--- src/rtl/key_step_sampler.sv ---
// key_step_sampler: synchronize and debounce an active-low pushbutton, emit one step per press and capture w.
module key_step_sampler #(
  parameter int DEBOUNCE_CYCLES = 1000000,
  parameter int CNT_W = 20
) (
  input  logic       Clock,
  input  logic       Resetn,
  input  logic       key_n,
  input  logic       w_in,
  output logic       step,
  output logic       w_out,
  output logic [7:0] step_count,
  output logic [1:0] state
);
  typedef enum logic [1:0] {
    S_IDLE         = 2'b00,
    S_PRESS_WAIT   = 2'b01,
    S_PRESSED      = 2'b10,
    S_RELEASE_WAIT = 2'b11
  } state_t;
  localparam logic [CNT_W-1:0] CNT_LAST = CNT_W'(DEBOUNCE_CYCLES - 1);
  logic             key_m_q, key_s_q, w_m_q, w_s_q;
  state_t           state_q, state_d;
  logic [CNT_W-1:0] cnt_q, cnt_d;
  logic             step_q, step_d;
  logic             w_out_q, w_out_d;
  logic [7:0]       step_count_q, step_count_d;
  always_comb begin
    state_d      = state_q;
    cnt_d        = cnt_q;
    step_d       = 1'b0;
    w_out_d      = w_out_q;
    step_count_d = step_count_q;
    case (state_q)
      S_IDLE: if (!key_s_q) begin
        state_d = S_PRESS_WAIT;
        cnt_d   = '0;
      end
      S_PRESS_WAIT: if (key_s_q) state_d = S_IDLE;
        else if (cnt_q == CNT_LAST) begin
          state_d      = S_PRESSED;
          step_d       = 1'b1;
          w_out_d      = w_s_q;
          step_count_d = step_count_q + 8'd1;
        end else cnt_d = cnt_q + CNT_W'(1);
      S_PRESSED: if (key_s_q) begin
        state_d = S_RELEASE_WAIT;
        cnt_d   = '0;
      end
      S_RELEASE_WAIT: if (!key_s_q) state_d = S_PRESSED;
        else if (cnt_q == CNT_LAST) state_d = S_IDLE;
        else cnt_d = cnt_q + CNT_W'(1);
      default: state_d = S_IDLE;
    endcase
  end
  // Reset parks in S_RELEASE_WAIT so a full released interval is required before arming.
  always_ff @(posedge Clock) begin
    if (!Resetn) begin
      key_m_q      <= 1'b1;
      key_s_q      <= 1'b1;
      w_m_q        <= 1'b0;
      w_s_q        <= 1'b0;
      state_q      <= S_RELEASE_WAIT;
      cnt_q        <= '0;
      step_q       <= 1'b0;
      w_out_q      <= 1'b0;
      step_count_q <= 8'd0;
    end else begin
      key_m_q      <= key_n;
      key_s_q      <= key_m_q;
      w_m_q        <= w_in;
      w_s_q        <= w_m_q;
      state_q      <= state_d;
      cnt_q        <= cnt_d;
      step_q       <= step_d;
      w_out_q      <= w_out_d;
      step_count_q <= step_count_d;
    end
  end
  assign step       = step_q;
  assign w_out      = w_out_q;
  assign step_count = step_count_q;
  assign state      = state_q;
endmodule

--- config.mk ---
export PLATFORM = sky130hd
export DESIGN_NAME = key_step_sampler
export DESIGN_NICKNAME = d
export VERILOG_FILES = /design/src/rtl/key_step_sampler.sv
export SDC_FILE = /design/constraint.sdc
export NUM_CORES = 1
export LEC_CHECK = 0
export ABC_CLOCK_PERIOD_IN_PS = 1800
export CORE_MARGIN = 2
export CORE_UTILIZATION = 30
export CTS_BUF_LIST = sky130_fd_sc_hd__clkbuf_8
export DETAILED_ROUTE_END_ITERATION = 8
export PLACE_DENSITY_LB_ADDON = 0.3
export SKIP_CTS_REPAIR_TIMING = 1
export SLEW_MARGIN = 40
export SYNTH_ARGS = -nofsm -noshare
export SYNTH_HDL_FRONTEND = slang
export SYNTH_SLANG_ARGS = --single-unit
--- constraint.sdc ---
create_clock -name Clock -period 1.8 [get_ports Clock]
set_input_delay 0.27 -clock Clock [delete_from_list [all_inputs] [get_ports Clock]]
set_output_delay 0.27 -clock Clock [all_outputs]
set_load 0.1 [all_outputs]
==> results of run 1 <==
cells by family after synthesis:
logic type,share of synthesized area [%]
buffers and inverters,3.891
flip-flops,43.11
multiplexers,2.470
XOR/XNOR,8.908
adder cells (fa/ha/maj),1.497
AND/OR/NAND/NOR,31.06
AO/OA/AOI/OAI,9.057
metal layers:
layer / wire length [µm] / up-vias / GRT usage, % / share of wire, %
met4: 58 / 0 / 5.789 / 1.7
met1: 1606 / 619 / 14.20 / 48
li1: - / 717 / - / -
met2: 1584 / 8 / 19.06 / 48
met5: 0 / - / 0 / 0
met3: 81 / 7 / 3.563 / 2.4
worst paths after layout:
| check | start | end | slack, ns | cells after the start |
|---|---|---|---|---|
| max | cnt_q[1] | cnt_q[3] | 0.10 | 6 |
| min | key_m_q | key_s_q | 0.41 | 1 |
| max reg2reg | cnt_q[1] | cnt_q[3] | 0.10 | 6 |
| min reg2reg | key_m_q | key_s_q | 0.41 | 1 |
registers in the layout, summed over array words and instances, names as in the netlist, named ones only:
name / count
key_s_q: 1
w_m_q: 1
state: 1
step_count: 8
w_s_q: 1
cnt_q: 20
w_out: 1
step: 1
key_m_q: 1
cell type report:
| type | count | area, µm² | area share [%] |
|---|---|---|---|
| timing repair buffer | 33 | 305.3 | 13.92 |
| clock inverter | 3 | 11.26 | 0.5134 |
| tap | 72 | 90.09 | 4.107 |
| inverter | 9 | 33.78 | 1.540 |
| clock buffer | 5 | 68.82 | 3.137 |
| sequential | 36 | 737.0 | 33.60 |
| multi-input combinational | 136 | 947.2 | 43.18 |
worst max-delay path: cells and delay by family (launching register included):
kind	cells	cell delay [ns]
and+or+nand+nor	4	0.72
DFF	1	0.35
muxes	1	0.31
adders and majority gates	1	0.21
placed cells by master, fill, tap and decap left out, drive strengths merged, types with 8 or more instances in the layout:
cell type / count
nand2: 12
xnor2: 14
inv: 10
dfxtp: 36
nor3: 8
nor2: 24
buf: 30
nand3: 10
a21oi: 8
synthesized netlist by cell type:
master,number
o21ai_1,1
or3_1,7
dfxtp_1,36
a41o_1,1
nand3_1,10
nor4b_1,2
nor4_2,2
nor2_1,24
nand4_2,1
a311oi_1,1
nor3b_2,1
nor3_1,7
nand3b_1,2
xnor2_1,14
o22ai_1,2
clkinv_1,1
a2111oi_2,1
mux2_1,1
nand2b_1,4
nor3_4,1
o21ai_0,6
ha_1,2
and4_1,3
mux2i_1,3
nand4_1,4
or4_1,1
and3_1,2
o31ai_1,1
nand4_4,1
and2_1,5
clkbuf_1,4
a31oi_2,1
inv_1,8
nand2_1,12
nor3b_1,1
a21bo_2,1
a21oi_1,8
buf_6,1
buf_2,1
xor2_1,3
report_power, final:
group          total [mW]  switching, mW  internal [mW]  leakage [nW]
sequential          0.815        0.00923          0.805         0.295
combinational      0.0621         0.0347         0.0274         0.484
clock               0.531          0.273          0.258        0.0482
==> run_results.csv, run 1 <==
group,metric,value,unit
synthesis,synth_cells,187,
final_layout,area_growth,31.21,%
clocking,htree_levels,2,
routing,dr.pass1.iters,4,
synthesis,yosysUniqueCellTypes,40,
sta,tns,0,ns
sta,fin_ws,0.1000,ns
sta,fin_hold_ws,0.4074,ns
grt,grt_usage,11.80,%
min_path,holdCritPathClass,"register to register",
synthesis,synth-warning-count,0,
grt,grt_pass1_vias,1258,
sta,slew-limit-headroom,67.22,%
place,hpwl,2398,µm
place,post-place-ws,-0.03400,ns
place,placed_cells,286,
clocking,cts_buffer_depth,2,
routing,antenna_left,0,
setup_path,cpPeakStageDelay,0.35,ns
clocking,cts.sinks,36,
grt,grt_remaining_overflow,0,
final_layout,final_cell_area,0.002193,mm²
routing,drc,0,
setup_path,critPathCaptureType,"register",
grt,grt_pass1_wl,5678,µm
setup_path,cp_cell_sequence,"ha_1 > and2_4 > and4_4 > nand3_1 > nor3b_2 > mux2_1",
synthesis,synth.top_cells.by_area,"dfxtp_1 (43%), xnor2_1 (7.3%), nor2_1 (5.4%)",
routing,detailroute.via_count,1351,
floorplan,placementRows,27,
power,p_leak,0.8272,nW
routing,drt_wl_total,3331,µm
setup_path,required,1.97,ns
final_layout,post-route-util,40.33,%
outcome,outcome,"finished, final reports clean",
job,cap_violations,0,
floorplan,coreArea,0.005439,mm²
clocking,root_buffer,"clkbuf_8",
synthesis,synth_top_area_share,43.11,%
place,placed_area,0.002049,mm²
final_layout,layout-drive-gt1-share,29.28,%
clocking,clkTransAtPathRegs,0.07,ns
sta,setup_viol,0,
place,portBuffers,15,
sta,fin_crit,1.700,ns
routing,wl_per_cell,11.33,µm
sta,finalCritPeriodShare,94.44,%
sta,timing.fmax,0.5883,GHz
floorplan,die_y,78.65,µm
synthesis,synth_nets,193,
final_layout,fill_cells,539,
routing,vias_per_cell,4.595,
clocking,cts-buffers-inserted,5,
setup_path,slowest_stage,"dfxtp_1",
clocking,clock_latency,0.28,ns
grt,antenna_found_initial,0,
floorplan,initial_core_util,30.73,%
synthesis,postSynthAreaPerCell,8.939,µm²
final_layout,antenna_cells,0,
power,vdd_drop_max,0.3218,mV
grt,grt_start_max_net_pins,15,
floorplan,die_area,0.006185,mm²
setup_path,cp-start-kind,"register",
sta,drv_slew,0,
sta,finClkSkew,0.006232,ns
floorplan,boundaryPins,16,
place,place.gp.congestion,0.7534,
clocking,cts_tree,"done",
setup_path,worstPathArrival,1.87,ns
floorplan,fp.dieW,78.65,µm
synthesis,synth-seq-cells,36,
final_layout,nets,227,
routing,drtIter0Drc,51,
sta,rsz0062_at_grt,"no",
sta,worst_pin_slew,0.4885,ns
power,p_total,1.408,mW
setup_path,critPathKind,"register to register",
final_layout,instances_no_fill,294,
sta,final_hold_viol_count,0,
synthesis,synth_largest_area_cell,"dfxtp_1",
synthesis,ys_seq_area_share,43.11,%
synthesis,syn-cell-area,0.001672,mm²
power,p_per_area,641.8,mW/mm²
setup_path,cp_max_fo,4,
Power figures use the tool's default switching activity.
==> run 2: changes to the inputs <==
- ABC_CLOCK_PERIOD_IN_PS: 1800 -> 1500
- clock period: 1.8 -> 1.5 ns (I/O delays scaled with it)
==> run 2 against run 1 <==
The run now ends with setup timing left. Count of clock-buffer cells in the layout is 2 higher. Cell count rose by 9.5%. Sequential cell count is the same. Sequential power increased by 19%. Die area unchanged. Final area rose by 28%. Core utilization is 11 points higher. Critical endpoint is now cnt_q[12]. Total power up 45%.
==> run_results.csv, run 2 (synthesis results as in run 1) <==
group,metric,value,unit
place,place.gp.congestion,0.7940,
power,vdd_drop_max,0.5500,mV
setup_path,required,1.72,ns
grt,grt_pass1_vias,1444,
sta,worst_pin_slew,0.2833,ns
sta,finClkSkew,0.002243,ns
clocking,cts-buffers-inserted,5,
final_layout,largest_register,"cnt_q",
sta,rsz0062_at_grt,"yes",
outcome,outcome,"complete, but fails checks",
routing,antenna_left,0,
clocking,clock_latency,0.29,ns
final_layout,largest_register_ffs,20,
clocking,cts_tree,"done",
sta,setup_viol,20,
routing,drt_wl_total,4015,µm
floorplan,boundaryPins,16,
routing,drc,0,
sta,finalCritPeriodShare,109.0,%
floorplan,initial_core_util,30.73,%
power,power_switching,435.8,µW
grt,antenna_found_initial,0,
floorplan,placementRows,27,
setup_path,critPathCaptureType,"register",
sta,fin_crit,1.634,ns
clocking,cts_buffer_depth,2,
floorplan,fp.dieW,78.65,µm
power,p_per_area,727.3,mW/mm²
routing,detailroute.via_count,1546,
grt,grt_usage,13.08,%
setup_path,worstPathArrival,1.86,ns
final_layout,area_growth,67.89,%
place,post-place-ws,-0.2775,ns
setup_path,cp-start-kind,"register",
routing,vias_per_cell,4.801,
setup_path,reg2reg_setup_slack,-0.13,ns
outcome,failed_checks,"setup timing",
final_layout,nets,255,
final_layout,layout-drive-gt1-share,50.40,%
sta,slew-limit-headroom,80.97,%
sta,fin_ws,-0.1345,ns
power,pwr-share-clk,46.8,%
final_layout,antenna_cells,0,
routing,drtIter0Drc,44,
sta,drv_slew,0,
clocking,clkTransAtPathRegs,0.08,ns
final_layout,multiInputGateArea,0.001154,mm²
power,p_int,1.605,mW
clocking,cts.sinks,36,
setup_path,cp_max_fo,7,
sta,tns,-1.334,ns
routing,dr.pass1.iters,4,
final_layout,layout_common_cells,"buf_4 (40), nor2_1 (21), dfxtp_1 (18)",
final_layout,fill_cells,507,
sta,timing.fmax,0.6118,GHz
power,p_leak,1.151,nW
clocking,root_buffer,"clkbuf_8",
routing,wl_per_cell,12.47,µm
job,cap_violations,0,
clocking,htree_levels,2,
floorplan,die_area,0.006185,mm²
power,sw_frac_of_total,21.35,%
setup_path,critPathKind,"register to register",
floorplan,coreArea,0.005439,mm²
grt,grt_start_max_net_pins,15,
min_path,holdCritPathClass,"register to register",
final_layout,final_cell_area,0.002806,mm²
final_layout,layout_commonest_cell,"buf_4",
grt,grt_remaining_overflow,0,
final_layout,regArea,755.7,µm²
power,pwr-share-seq,47.6,%
place,hpwl,2722,µm
sta,final_hold_viol_count,0,
power,p_comb_share,5.6,%
place,placed_area,0.002406,mm²
floorplan,die_y,78.65,µm
grt,grt_pass1_wl,6341,µm
place,portBuffers,15,
## run 2: cell types whose count changed in the layout (fill, tap and decap cells not counted), sizes merged
| cell | previous run | this run |
|---|---|---|
| inv | 10 | 8 |
| bufinv | 0 | 1 |
| clkinv | 2 | 1 |
| clkbuf | 5 | 7 |
| buf | 30 | 58 |
## run 2: layer usage
layer	up-vias	GRT usage (%)	part of all wire [%]
li1	774	-	-
met1	754	15.25	44
met2	11	21.88	52
met3	7	3.908	1.9
met4	0	6.140	1.9
met5	-	0	0
## run 2: power by group through the flow
stage	clock network [mW]	logic (mW)	registers, mW
after CTS	0.975	0.103	0.972
after global routing	1.02	0.126	0.973
final	0.955	0.114	0.972
after detailed placement	0	0.102	0.994
after floorplan	0	0.0481	1.00
after global placement	0	0.100	0.994
## run 2: path summary, 6_finish.rpt
| check | startpoint | endpoint | cells after the start |
|---|---|---|---|
| setup reg to reg | cnt_q[1] | cnt_q[12] | 5 |
| hold / removal | key_m_q | key_s_q | 1 |
| hold reg to reg | key_m_q | key_s_q | 1 |
| setup / recovery | cnt_q[1] | cnt_q[12] | 5 |
## run 2: cell type report
type	instances	area share (%)
clock inverters	1	1.070
flip-flops and latches	36	26.93
clock buffers	7	3.433
repair buffers	61	23.05
well taps	72	3.210
multi-input cells	136	41.11
inverters	9	1.204
## run 2: stage by stage
| step | utilization (%) | hold WS [ns] | power, mW | cells |
|---|---|---|---|---|
| 6_report | 51.60 | 0.4147 | 2.041 | 322 |
| 5_1_grt | 51.60 | 0.4401 | 2.118 | 322 |
| 4_1_cts | 46.56 | 0.4227 | 2.049 | 317 |
| 3_5_place_dp | 44.24 | 0.4049 | 1.097 | 309 |
| 3_3_place_gp | 44.24 | 0.3901 | 1.095 | 309 |
| 2_1_floorplan | - | 0.2980 | 1.049 | 187 |
## run 2: worst max-delay path, stage by stage, from the launching register on
cell     delay, ns
dfxtp_2       0.35
ha_4          0.15
nand2_2       0.09
or3_4         0.50
or3_4         0.36
a21oi_2       0.11
==> run 3: changes to the inputs <==
- ABC_CLOCK_PERIOD_IN_PS: 1500 -> 1350
- clock period: 1.5 -> 1.35 ns (I/O delays scaled with it)
==> run 3 against run 2 <==
The flow still finishes with violations (setup timing). Count of clock-buffer cells in the layout shrank 2. Combinational power grew 11%. Via count shrank 2.3%. Critical endpoint is now step_count[4]. Largest power group unchanged.
==> run_results.csv, run 3 (synthesis results as in run 1) <==
group,metric,value,unit
clocking,cts_buffer_depth,2,
min_path,holdCritPathClass,"register to register",
sta,tns,-5.139,ns
final_layout,nets,254,
final_layout,fill_cells,507,
sta,finClkSkew,0.004436,ns
sta,slew-limit-headroom,79.06,%
routing,wl_per_cell,11.96,µm
floorplan,die_area,0.006185,mm²
routing,drc,0,
setup_path,cp_max_fo,6,
floorplan,die_y,78.65,µm
sta,fin_crit,1.648,ns
grt,grt_pass1_vias,1464,
floorplan,fp.dieW,78.65,µm
sta,finalCritPeriodShare,122.1,%
grt,antenna_found_initial,0,
final_layout,regArea,754.5,µm²
grt,grt_usage,13.41,%
setup_path,r2r_cells,6,
clocking,root_buffer,"clkbuf_8",
place,hpwl,2765,µm
routing,drt_wl_total,3840,µm
grt,grt_remaining_overflow,0,
floorplan,coreArea,0.005439,mm²
setup_path,cp_cell_sequence,"nor4b_4 > and2_4 > nand4_4 > buf_6 > or3_4 > a21oi_2",
clocking,cts.sinks,36,
setup_path,reg2reg_setup_slack,-0.30,ns
grt,top_usage_layer,"met2",
sta,final_hold_viol_count,0,
outcome,outcome,"complete, but fails checks",
sta,timing.fmax,0.6068,GHz
floorplan,initial_core_util,30.73,%
setup_path,critPathKind,"register to register",
final_layout,layout_common_cells,"buf_4 (38), nor2_1 (21), dfxtp_1 (19)",
grt,use_met3,2.644,%
clocking,clkTransAtPathRegs,0.07,ns
setup_path,rr_startpoint,"cnt_q[8]",
place,portBuffers,15,
setup_path,r2r-end,"step_count[4]",
routing,vias_per_cell,4.704,
final_layout,multiInputGateArea,0.001106,mm²
final_layout,area_growth,63.10,%
place,post-place-ws,-0.3600,ns
clocking,cts_tree,"done",
final_layout,antenna_cells,0,
sta,setup_viol,31,
grt,met1_usage,15.79,%
final_layout,post-route-util,50.13,%
routing,detailroute.via_count,1510,
setup_path,slowest_stage,"dfxtp_2",
setup_path,endpoint,"step_count[4]",
job,cap_violations,0,
routing,antenna_left,0,
setup_path,worstPathArrival,1.87,ns
grt,grtUsageMet2,22.74,%
final_layout,layout-drive-gt1-share,47.79,%
floorplan,boundaryPins,16,
setup_path,critPathCaptureType,"register",
final_layout,largest_register_ffs,20,
place,place.gp.congestion,0.7601,
setup_path,cp-start-kind,"register",
clocking,clock_latency,0.29,ns
clocking,cts-buffers-inserted,5,
clocking,htree_levels,2,
sta,drv_slew,0,
power,p_per_area,785.4,mW/mm²
outcome,failed_checks,"setup timing",
grt,grt_pass1_wl,6527,µm
sta,rsz0062_at_grt,"yes",
power,p_total,2.141,mW
routing,dr.pass1.iters,4,
floorplan,placementRows,27,
routing,drtIter0Drc,38,
power,vdd_drop_max,0.6322,mV
final_layout,layout_commonest_cell,"buf_4",
power,p_leak,1.114,nW
setup_path,cpPeakStageDelay,0.34,ns
sta,fin_ws,-0.2979,ns
sta,worst_pin_slew,0.3135,ns
setup_path,setup.worst_path.start,"cnt_q[8]",
grt,grt_start_max_net_pins,15,
final_layout,largest_register,"cnt_q",
setup_path,required,1.57,ns
==> run 3: cell types whose count changed in the layout (fill, tap and decap cells not counted), sizes merged <==
| cell | delta |
|---|---|
| buf | -1 |
| clkbuf | -2 |
| inv | +1 |
| clkinv | +1 |
==> run 3: worst max-delay path, delay by kind of cell (launching register included) <==
| kind | cells | cell delay [ns] |
|---|---|---|
| AO/OA/AOI/OAI | 1 | 0.12 |
| buffers and inverters | 1 | 0.16 |
| flip-flops | 1 | 0.34 |
| AND/OR/NAND/NOR | 4 | 0.97 |
==> run 3: area by class of cell <==
type | instances | area share [%]
tap | 72 | 3.304
clock inverter | 3 | 1.423
sequential | 36 | 27.67
timing repair buffer | 60 | 23.27
inverter | 9 | 1.239
multi-input combinational | 136 | 40.57
clock buffer | 5 | 2.524
==> run 3: metal layers <==
layer | part of all wire, % | routed length [µm]
met5 | 0 | 0
met4 | 2.1 | 79
met3 | 2.7 | 103
met2 | 50 | 1938
met1 | 45 | 1718
==> run 3: worst min-delay path by stage <==
stage	start	to	cells after the start
floorplan	Resetn	key_s_q	1
global placement	key_m_q	key_s_q	1
detailed placement	key_m_q	key_s_q	1
CTS	key_m_q	key_s_q	1
global route	key_m_q	key_s_q	1
finish	key_m_q	key_s_q	1
==> run 3: stage by stage <==
step | hold WS (ns) | area [µm²] | std cells
floorplan | 0.2755 | 1797 | 187
global placement | 0.3914 | 2440 | 313
detailed placement | 0.3969 | 2440 | 313
CTS | 0.4162 | 2547 | 321
global route | 0.4315 | 2726 | 321
finish | 0.4154 | 2726 | 321
==> run 3: report_power, final <==
group          internal, mW  switching, mW  total (mW)
Combinational        0.0632         0.0626       0.126
Sequential             1.07         0.0124        1.08
Clock                 0.540          0.394       0.934
